File: config.mk
export PLATFORM = sky130hd
export DESIGN_NAME = rojobot_motion_sequencer
export DESIGN_NICKNAME = d
export VERILOG_FILES = /design/src/rtl/rojobot_motion_sequencer.sv
export SDC_FILE = /design/constraint.sdc
export NUM_CORES = 1
export LEC_CHECK = 0
export CAP_MARGIN = 5
export CORE_UTILIZATION = 40
export CTS_CLUSTER_DIAMETER = 80
export CTS_CLUSTER_SIZE = 25
export DETAILED_ROUTE_END_ITERATION = 6
export RECOVER_POWER = 100
export REMOVE_ABC_BUFFERS = 1
export SLEW_MARGIN = 15
export SYNTH_ARGS = -nofsm -noshare
export SYNTH_HDL_FRONTEND = slang
export SYNTH_SLANG_ARGS = --single-unit
File: constraint.sdc
create_clock -name HCLK -period 7.3 [get_ports HCLK]
set_clock_uncertainty 0.1 [all_clocks]
set_input_delay 1.095 -clock HCLK [delete_from_list [all_inputs] [get_ports HCLK]]
set_output_delay 1.095 -clock HCLK [all_outputs]
set_load 0.005 [all_outputs]
File: src/rtl/rojobot_motion_sequencer.sv
// Rojobot motion sequencer: queues timed motion commands and drives the robot
// control byte. It also synchronizes the robot update pulse and keeps the
// sticky update interrupt flag that the CPU clears with int_ack.
module rojobot_motion_sequencer #(
    parameter int unsigned FIFO_AW   = 2,
    parameter logic [7:0]  IDLE_CTRL = 8'h00
) (
    input  logic               HCLK,
    input  logic               HRESETn,
    input  logic               cmd_wr,
    input  logic [15:0]        cmd_wdata,
    input  logic               abort,
    input  logic               bot_upd,
    input  logic               int_ack,
    output logic [7:0]         bot_ctrl,
    output logic               upd_flag,
    output logic               busy,
    output logic [FIFO_AW:0]   cmd_count,
    output logic               cmd_full,
    output logic               overflow
);

    localparam int unsigned    DEPTH    = 1 << FIFO_AW;
    localparam logic [FIFO_AW:0] FULL_CNT = (FIFO_AW+1)'(DEPTH);
    localparam logic [FIFO_AW:0] PTR_ONE  = (FIFO_AW+1)'(1);

    typedef enum logic {S_IDLE, S_RUN} state_t;

    // Update pulse synchronizer and edge detect
    logic sync1_q, sync2_q, sync3_q;
    logic upd_evt;

    // Sticky interrupt flag
    logic upd_flag_q, upd_flag_d;

    // Command FIFO
    logic [15:0]      mem_q [DEPTH];
    logic [FIFO_AW:0] wr_ptr_q, wr_ptr_d;
    logic [FIFO_AW:0] rd_ptr_q, rd_ptr_d;
    logic [FIFO_AW:0] count;
    logic             full, empty, push, pop;
    logic [15:0]      head;
    logic             overflow_q, overflow_d;

    // Sequencer state
    state_t     state_q, state_d;
    logic [7:0] remaining_q, remaining_d;
    logic       cont_q, cont_d;
    logic [7:0] bot_ctrl_q, bot_ctrl_d;

    // Two-flop synchronizer followed by an edge register for bot_upd
    always_ff @(posedge HCLK or negedge HRESETn) begin
        if (!HRESETn) begin
            sync1_q <= 1'b0;
            sync2_q <= 1'b0;
            sync3_q <= 1'b0;
        end else begin
            sync1_q <= bot_upd;
            sync2_q <= sync1_q;
            sync3_q <= sync2_q;
        end
    end

    assign upd_evt = sync2_q & ~sync3_q;

    // Set has priority over acknowledge so an update is never lost
    assign upd_flag_d = upd_evt | (upd_flag_q & ~int_ack);

    // FIFO status derived from pointers with an extra wrap bit
    assign count = wr_ptr_q - rd_ptr_q;
    assign full  = (count == FULL_CNT);
    assign empty = (count == '0);
    assign head  = mem_q[rd_ptr_q[FIFO_AW-1:0]];
    assign push  = cmd_wr & ~full & ~abort;

    // Overflow is sticky until abort; a write dropped by abort does not count
    assign overflow_d = abort ? 1'b0 : (overflow_q | (cmd_wr & full));

    // Pointer update; abort empties the queue
    always_comb begin
        wr_ptr_d = wr_ptr_q;
        rd_ptr_d = rd_ptr_q;
        if (abort) begin
            wr_ptr_d = '0;
            rd_ptr_d = '0;
        end else begin
            if (push) wr_ptr_d = wr_ptr_q + PTR_ONE;
            if (pop)  rd_ptr_d = rd_ptr_q + PTR_ONE;
        end
    end

    // Sequencer next-state: pick up commands, count update events, chain back-to-back
    always_comb begin
        state_d     = state_q;
        remaining_d = remaining_q;
        cont_d      = cont_q;
        bot_ctrl_d  = bot_ctrl_q;
        pop         = 1'b0;
        if (abort) begin
            state_d     = S_IDLE;
            remaining_d = '0;
            cont_d      = 1'b0;
            bot_ctrl_d  = IDLE_CTRL;
        end else begin
            case (state_q)
                S_IDLE: begin
                    bot_ctrl_d = IDLE_CTRL;
                    if (!empty) pop = 1'b1;
                end
                S_RUN: begin
                    if (cont_q) begin
                        if (!empty) pop = 1'b1;
                    end else if (upd_evt) begin
                        if (remaining_q == 8'd1) begin
                            if (!empty) begin
                                pop = 1'b1;
                            end else begin
                                state_d     = S_IDLE;
                                remaining_d = '0;
                                bot_ctrl_d  = IDLE_CTRL;
                            end
                        end else begin
                            remaining_d = remaining_q - 8'd1;
                        end
                    end
                end
                default: state_d = S_IDLE;
            endcase
            // A popped command overrides whatever the current state decided
            if (pop) begin
                state_d     = S_RUN;
                bot_ctrl_d  = head[7:0];
                remaining_d = head[15:8];
                cont_d      = (head[15:8] == 8'd0);
            end
        end
    end

    // FIFO storage needs no reset; entries are only read when valid
    always_ff @(posedge HCLK) begin
        if (push) mem_q[wr_ptr_q[FIFO_AW-1:0]] <= cmd_wdata;
    end

    // Registered state, pointers and outputs
    always_ff @(posedge HCLK or negedge HRESETn) begin
        if (!HRESETn) begin
            state_q     <= S_IDLE;
            remaining_q <= '0;
            cont_q      <= 1'b0;
            bot_ctrl_q  <= IDLE_CTRL;
            wr_ptr_q    <= '0;
            rd_ptr_q    <= '0;
            overflow_q  <= 1'b0;
            upd_flag_q  <= 1'b0;
        end else begin
            state_q     <= state_d;
            remaining_q <= remaining_d;
            cont_q      <= cont_d;
            bot_ctrl_q  <= bot_ctrl_d;
            wr_ptr_q    <= wr_ptr_d;
            rd_ptr_q    <= rd_ptr_d;
            overflow_q  <= overflow_d;
            upd_flag_q  <= upd_flag_d;
        end
    end

    assign bot_ctrl  = bot_ctrl_q;
    assign upd_flag  = upd_flag_q;
    assign busy      = (state_q == S_RUN);
    assign cmd_count = count;
    assign cmd_full  = full;
    assign overflow  = overflow_q;

endmodule

# Word-level counts from Yosys, hierarchy flattened
# Memories as Yosys holds them, arrays and structs flattened.
# Cells that the tools add are included.
# W data, S select, Z words.
[classes]
add_sub_neg = 4
mul = 0
div = 0
order_cmp = 0
eq_ne = 8
n_shift = 0
mux = 35
bitwise_logic = 12
n_reduce_logical = 9
[op_table]
columns = ["cell", "n"]
rows = [
  ["$mux W8", 12],
  ["$mux W1", 17],
  ["$ne A4 B3 Y1 const B", 4],
  ["$pmux W8 S2", 1],
  ["$mux W3", 4],
  ["$eq A8 B1 Y1 const B", 1],
  ["$logic_not A8 Y1", 1],
  ["$reduce_and A4 Y1", 2],
  ["$sub A8 B1 Y8 const B", 1],
  ["$add A3 B1 Y3 const B", 2],
  ["$reduce_bool A2 Y1", 3],
  ["$reduce_bool A3 Y1", 2],
  ["$and A1 B1 Y1", 5],
  ["$not A1 Y1", 5],
  ["$ne A4 B2 Y1 const B", 1],
  ["$eq A3 B3 Y1 const B", 1],
  ["$logic_not A3 Y1", 1],
  ["$ne A3 B2 Y1 const B", 1],
  ["$sub A3 B3 Y3", 1],
  ["$or A1 B1 Y1", 2],
  ["$pmux W1 S2", 1],
]
[word_totals]
reg_bits = 29
latchBits = 0
mem_bits_rw = 64
rom_bits = 0
output_inout_bits = 15
memories = 1
[memory_table]
columns = ["name", "depth", "width", "read_ports", "rd_clocked_by_memory_dff", "wr", "line", "rtl"]
rows = [
  ["mem_q", 4, 16, 1, 0, 1, "37", "logic [15:0] mem_q [DEPTH];"],
]

# Depth between registers and ports, before layout
[depth]
ltp_word = 11
mapped_depth = 9
mapped_depth_nobuf = 8

# Worst setup path after synthesis
# OpenSTA, ideal clock, no wires.
[synth_path]
kind = "flip-flop to output port"
start = "reg wr_ptr_q[0]"
end = "out cmd_full"
t_arrival_ns = 1.573
t_required_ns = 6.105
path_slack_ns = 4.532
path_stages_with_launch = 7
cell_sequence = "dfrtp_1 inv_1 ha_1 fa_1 xor3_2 nand3_1 inv_1"
[synth_via]
elab_chain_cells = 2
[synth_lines]
columns = ["element", "line", "rtl"]
rows = [
  ["start, declared", "38", "logic [FIFO_AW:0] wr_ptr_q, wr_ptr_d;"],
  ["start signal, assigned", "160", "wr_ptr_q <= wr_ptr_d;"],
  ["$sub A3 B3 Y3", "70", "assign count = wr_ptr_q - rd_ptr_q;"],
  ["named net cmd_count[2]", "18", "output logic [FIFO_AW:0] cmd_count,"],
  ["$eq A3 B3 Y1", "71", "assign full = (count == FULL_CNT);"],
  ["end, declared", "19", "output logic cmd_full,"],
]
# The timed path passes the listed nets, and every way through them passes these cells.

# Final worst setup path
[layout_path]
start = "reg rd_ptr_q[0]"
end = "out cmd_full"
[layout_via]
elab_chain_cells = 2
[layout_lines]
columns = ["element", "line", "rtl"]
rows = [
  ["start, declared", "39", "logic [FIFO_AW:0] rd_ptr_q, rd_ptr_d;"],
  ["start signal, assigned", "161", "rd_ptr_q <= rd_ptr_d;"],
  ["$sub A3 B3 Y3", "70", ""],
  ["$eq A3 B3 Y1", "71", ""],
]
# No other way between the ends.

==> flow_summary.ini <==
[timing]
tightest_slew_ps = 1710
hold_viol = 0
max_freq_ghz = 0.218
setup_viol = 0
finalCritPeriodShare_pct = 62.9
slew_headroom_pct = -15.1
drv_slew = 43
rsz0062_at_grt = no
tns_ps = 0
period_needed_ps = 4590

[yosys]
yosys-top-cells-area = edfxtp_1 (48%), dfrtp_1 (18%), mux4_2 (8.5%)
ys_types = 50
ys.warnings.count = 0
async_flop_share_pct = 31.2
synth-seq-cells = 93
netlist_area_mm2 = 0.00396
seq_area_frac_synth_pct = 66.8
synth_edf_count = 64
ys.flop_type = edfxtp_1
avgSynthCellArea_um2 = 16.4
netlist.area_leader.share_pct = 48.5
syn_inst = 241
synth_top_area_cell = edfxtp_1

[setup_path]
r2r_start = rd_ptr_q[0]
startpoint = rd_ptr_q[0]
arrival_ps = 3400
crit_type = reg -> out
start_kind = flop
r2r_slack_ps = 2940
cp-end-kind = primary output
required_ps = 6110
path_max_fanout = 19

[global_route]
track_usage_pct = 15.2
grt_pass1_vias = 2089
antenna_found_initial = 0
grt_max_degree = 30
grt-ovfl-total = 0
grt_pass1_wl_um = 11200

[route]
drtIter0Drc = 87
ant_nets = 0
first_pass_iters = 4
viasPerCell = 5.17
wl_um = 7130
wl_per_cell_um = 17.1
drc = 0
num_vias = 2156

[floorplan]
die_y_um = 102
die_area_mm2 = 0.0103
num_rows = 35
die_x_um = 102
ios = 37
start_util_pct = 42.1
core_area_mm2 = 0.00942

[clocking]
cts_tree = done
root_buffer = clkbuf_8
cts_resized = 0
numCtsBuffers = 9
clock_path_buffers = 2
cts.reportedPaths.clkPinSlew_ps = 80
post-cts-setup-buffers = 0
cts_max_level = 3
clkLatencyLatePin_ps = 350
cts_sinks = 93
holdBufCountCts = 0

[job]
drv_cap = 2

[placement]
gp_congestion = 0.789
dpl.hpwl_um = 4620
portBuffers = 36
placedCellCount = 401

[status]
outcome = complete, but fails checks
violations = capacitance limit, slew limit

[power]
p_per_area_mw_per_mm2 = 358
sw_frac_of_total_pct = 33.2
pwr-share-comb_pct = 36.3
p_int_w = 0.00110
clockPowerShare_pct = 20.0
p_leak_nw = 1.68
switchingPower_w = 0.000544
peakVddDrop_uv = 175
seqPwrFrac_pct = 43.7

[cells_and_area]
instances_no_fill = 417
fillers = 839
antennaDiodeCount = 0
syn_to_final_growth_pct = 15.6
drive_gt1_share_pct = 12.8
nets = 314
final_cell_mix = edfxtp_1 (64), dlygate4sd3_1 (33), dfrtp_1 (29), nor2_1 (16), mux4_2 (15)
layout_commonest_cell = edfxtp_1

[worst_hold_path]
min_from = sync1_q
hold_class = reg -> reg
==> per-layer routing <==
metal	GRT usage (%)	wire length, µm	vias to the layer above
met5	0	0	-
met4	4.68	82	0
met3	3.93	319	7
li1	-	-	1019
met2	24.5	3530	49
met1	20.3	3200	1081
==> worst max-delay path, cell delays in order (launching register included) <==
cell and delay (ps):
dfrtp_1 330, clkbuf_1 1080, ha_1 360, fa_1 190
xor3_1 290, nand3_1 170, inv_1 70, dlygate4sd3_1 570
==> flip-flops by register name (all words and copies together) (netlist names) <==
signal / count
upd_flag: 1
sync2_q: 1
busy: 1
sync3_q: 1
rd_ptr_q: 3
mem_q: 64
bot_ctrl: 8
remaining_q: 8
sync1_q: 1
overflow: 1
wr_ptr_q: 3
cont_q: 1
==> cell type report <==
type                            instances  area [µm²]  area share (%)
Clock buffer                            9         124            2.70
Multi-Input combinational cell        130        1170            25.6
Timing Repair Buffer                   39         375            8.19
Sequential cell                        93        2650            57.8
Inverter                               10        37.5           0.819
Clock inverter                          7        65.1            1.42
Tap cell                              129         161            3.52
==> power groups by stage <==
stage | logic, W | clock network (W) | registers, W
after global routing | 0.000661 | 0.000355 | 0.000730
after global placement | 0.000674 | 0 | 0.000729
after CTS | 0.000676 | 0.000337 | 0.000720
final | 0.000595 | 0.000328 | 0.000718
after floorplan | 0.000440 | 0 | 0.000729
after detailed placement | 0.000674 | 0 | 0.000731
==> kinds of logic (layout without fill, tap and decap cells) <==
| group | count (synthesis) | after routing | share of synthesized area (%) |
|---|---|---|---|
| AO/OA/AOI/OAI | 33 | 33 | 6.57 |
| XOR/XNOR | 5 | 5 | 1.52 |
| adder cells (fa/ha/maj) | 9 | 9 | 3.03 |
| buffers and inverters | 18 | 65 | 2.65 |
| flip-flops | 93 | 93 | 66.8 |
| multiplexers | 17 | 17 | 9.47 |
| AND/OR/NAND/NOR | 66 | 66 | 9.97 |
==> stage by stage <==
| step | area [µm²] | setup WS, ps | power [W] | hold WS, ps | util, % |
|---|---|---|---|---|---|
| 6_report | 4580 | 2710 | 0.00164 | 253 | 48.7 |
| 2_1_floorplan | 3900 | 4150 | 0.00117 | 231 | - |
| 3_3_place_gp | 4440 | 3770 | 0.00140 | 239 | 47.2 |
| 4_1_cts | 4630 | 3310 | 0.00173 | 256 | 49.2 |
| 3_5_place_dp | 4440 | 3730 | 0.00141 | 236 | 47.2 |
| 5_1_grt | 4580 | 2310 | 0.00175 | 264 | 48.7 |
==> cells in the mapped netlist (2+ instances only) <==
library cell   n
a211oi_1       2
edfxtp_1      64
nor4_1         4
nand2_1       11
nor3b_1        2
inv_1         10
nand2b_1       2
a21oi_1        5
nor3_1         6
mux4_2        15
nand3_1        9
nor2_1        14
nand3b_1       2
a22o_1        11
clkbuf_8       2
dfrtp_1       29
clkbuf_1       2
and2_1         5
o21ai_0        5
a221o_1        2
xnor2_1        3
ha_1           8
==> worst paths after layout <==
| kind | to | depth (start not counted) |
|---|---|---|
| max in group asynchronous | bot_ctrl[4] | 2 |
| worst min-delay path | sync2_q | 0 |
| min in group asynchronous | remaining_q[7] | 2 |
| worst max register to register | remaining_q[4] | 7 |
| worst max-delay path | cmd_full | 7 |
| worst min register to register | sync2_q | 0 |
No activity file was read; power rests on OpenSTA's default activity.
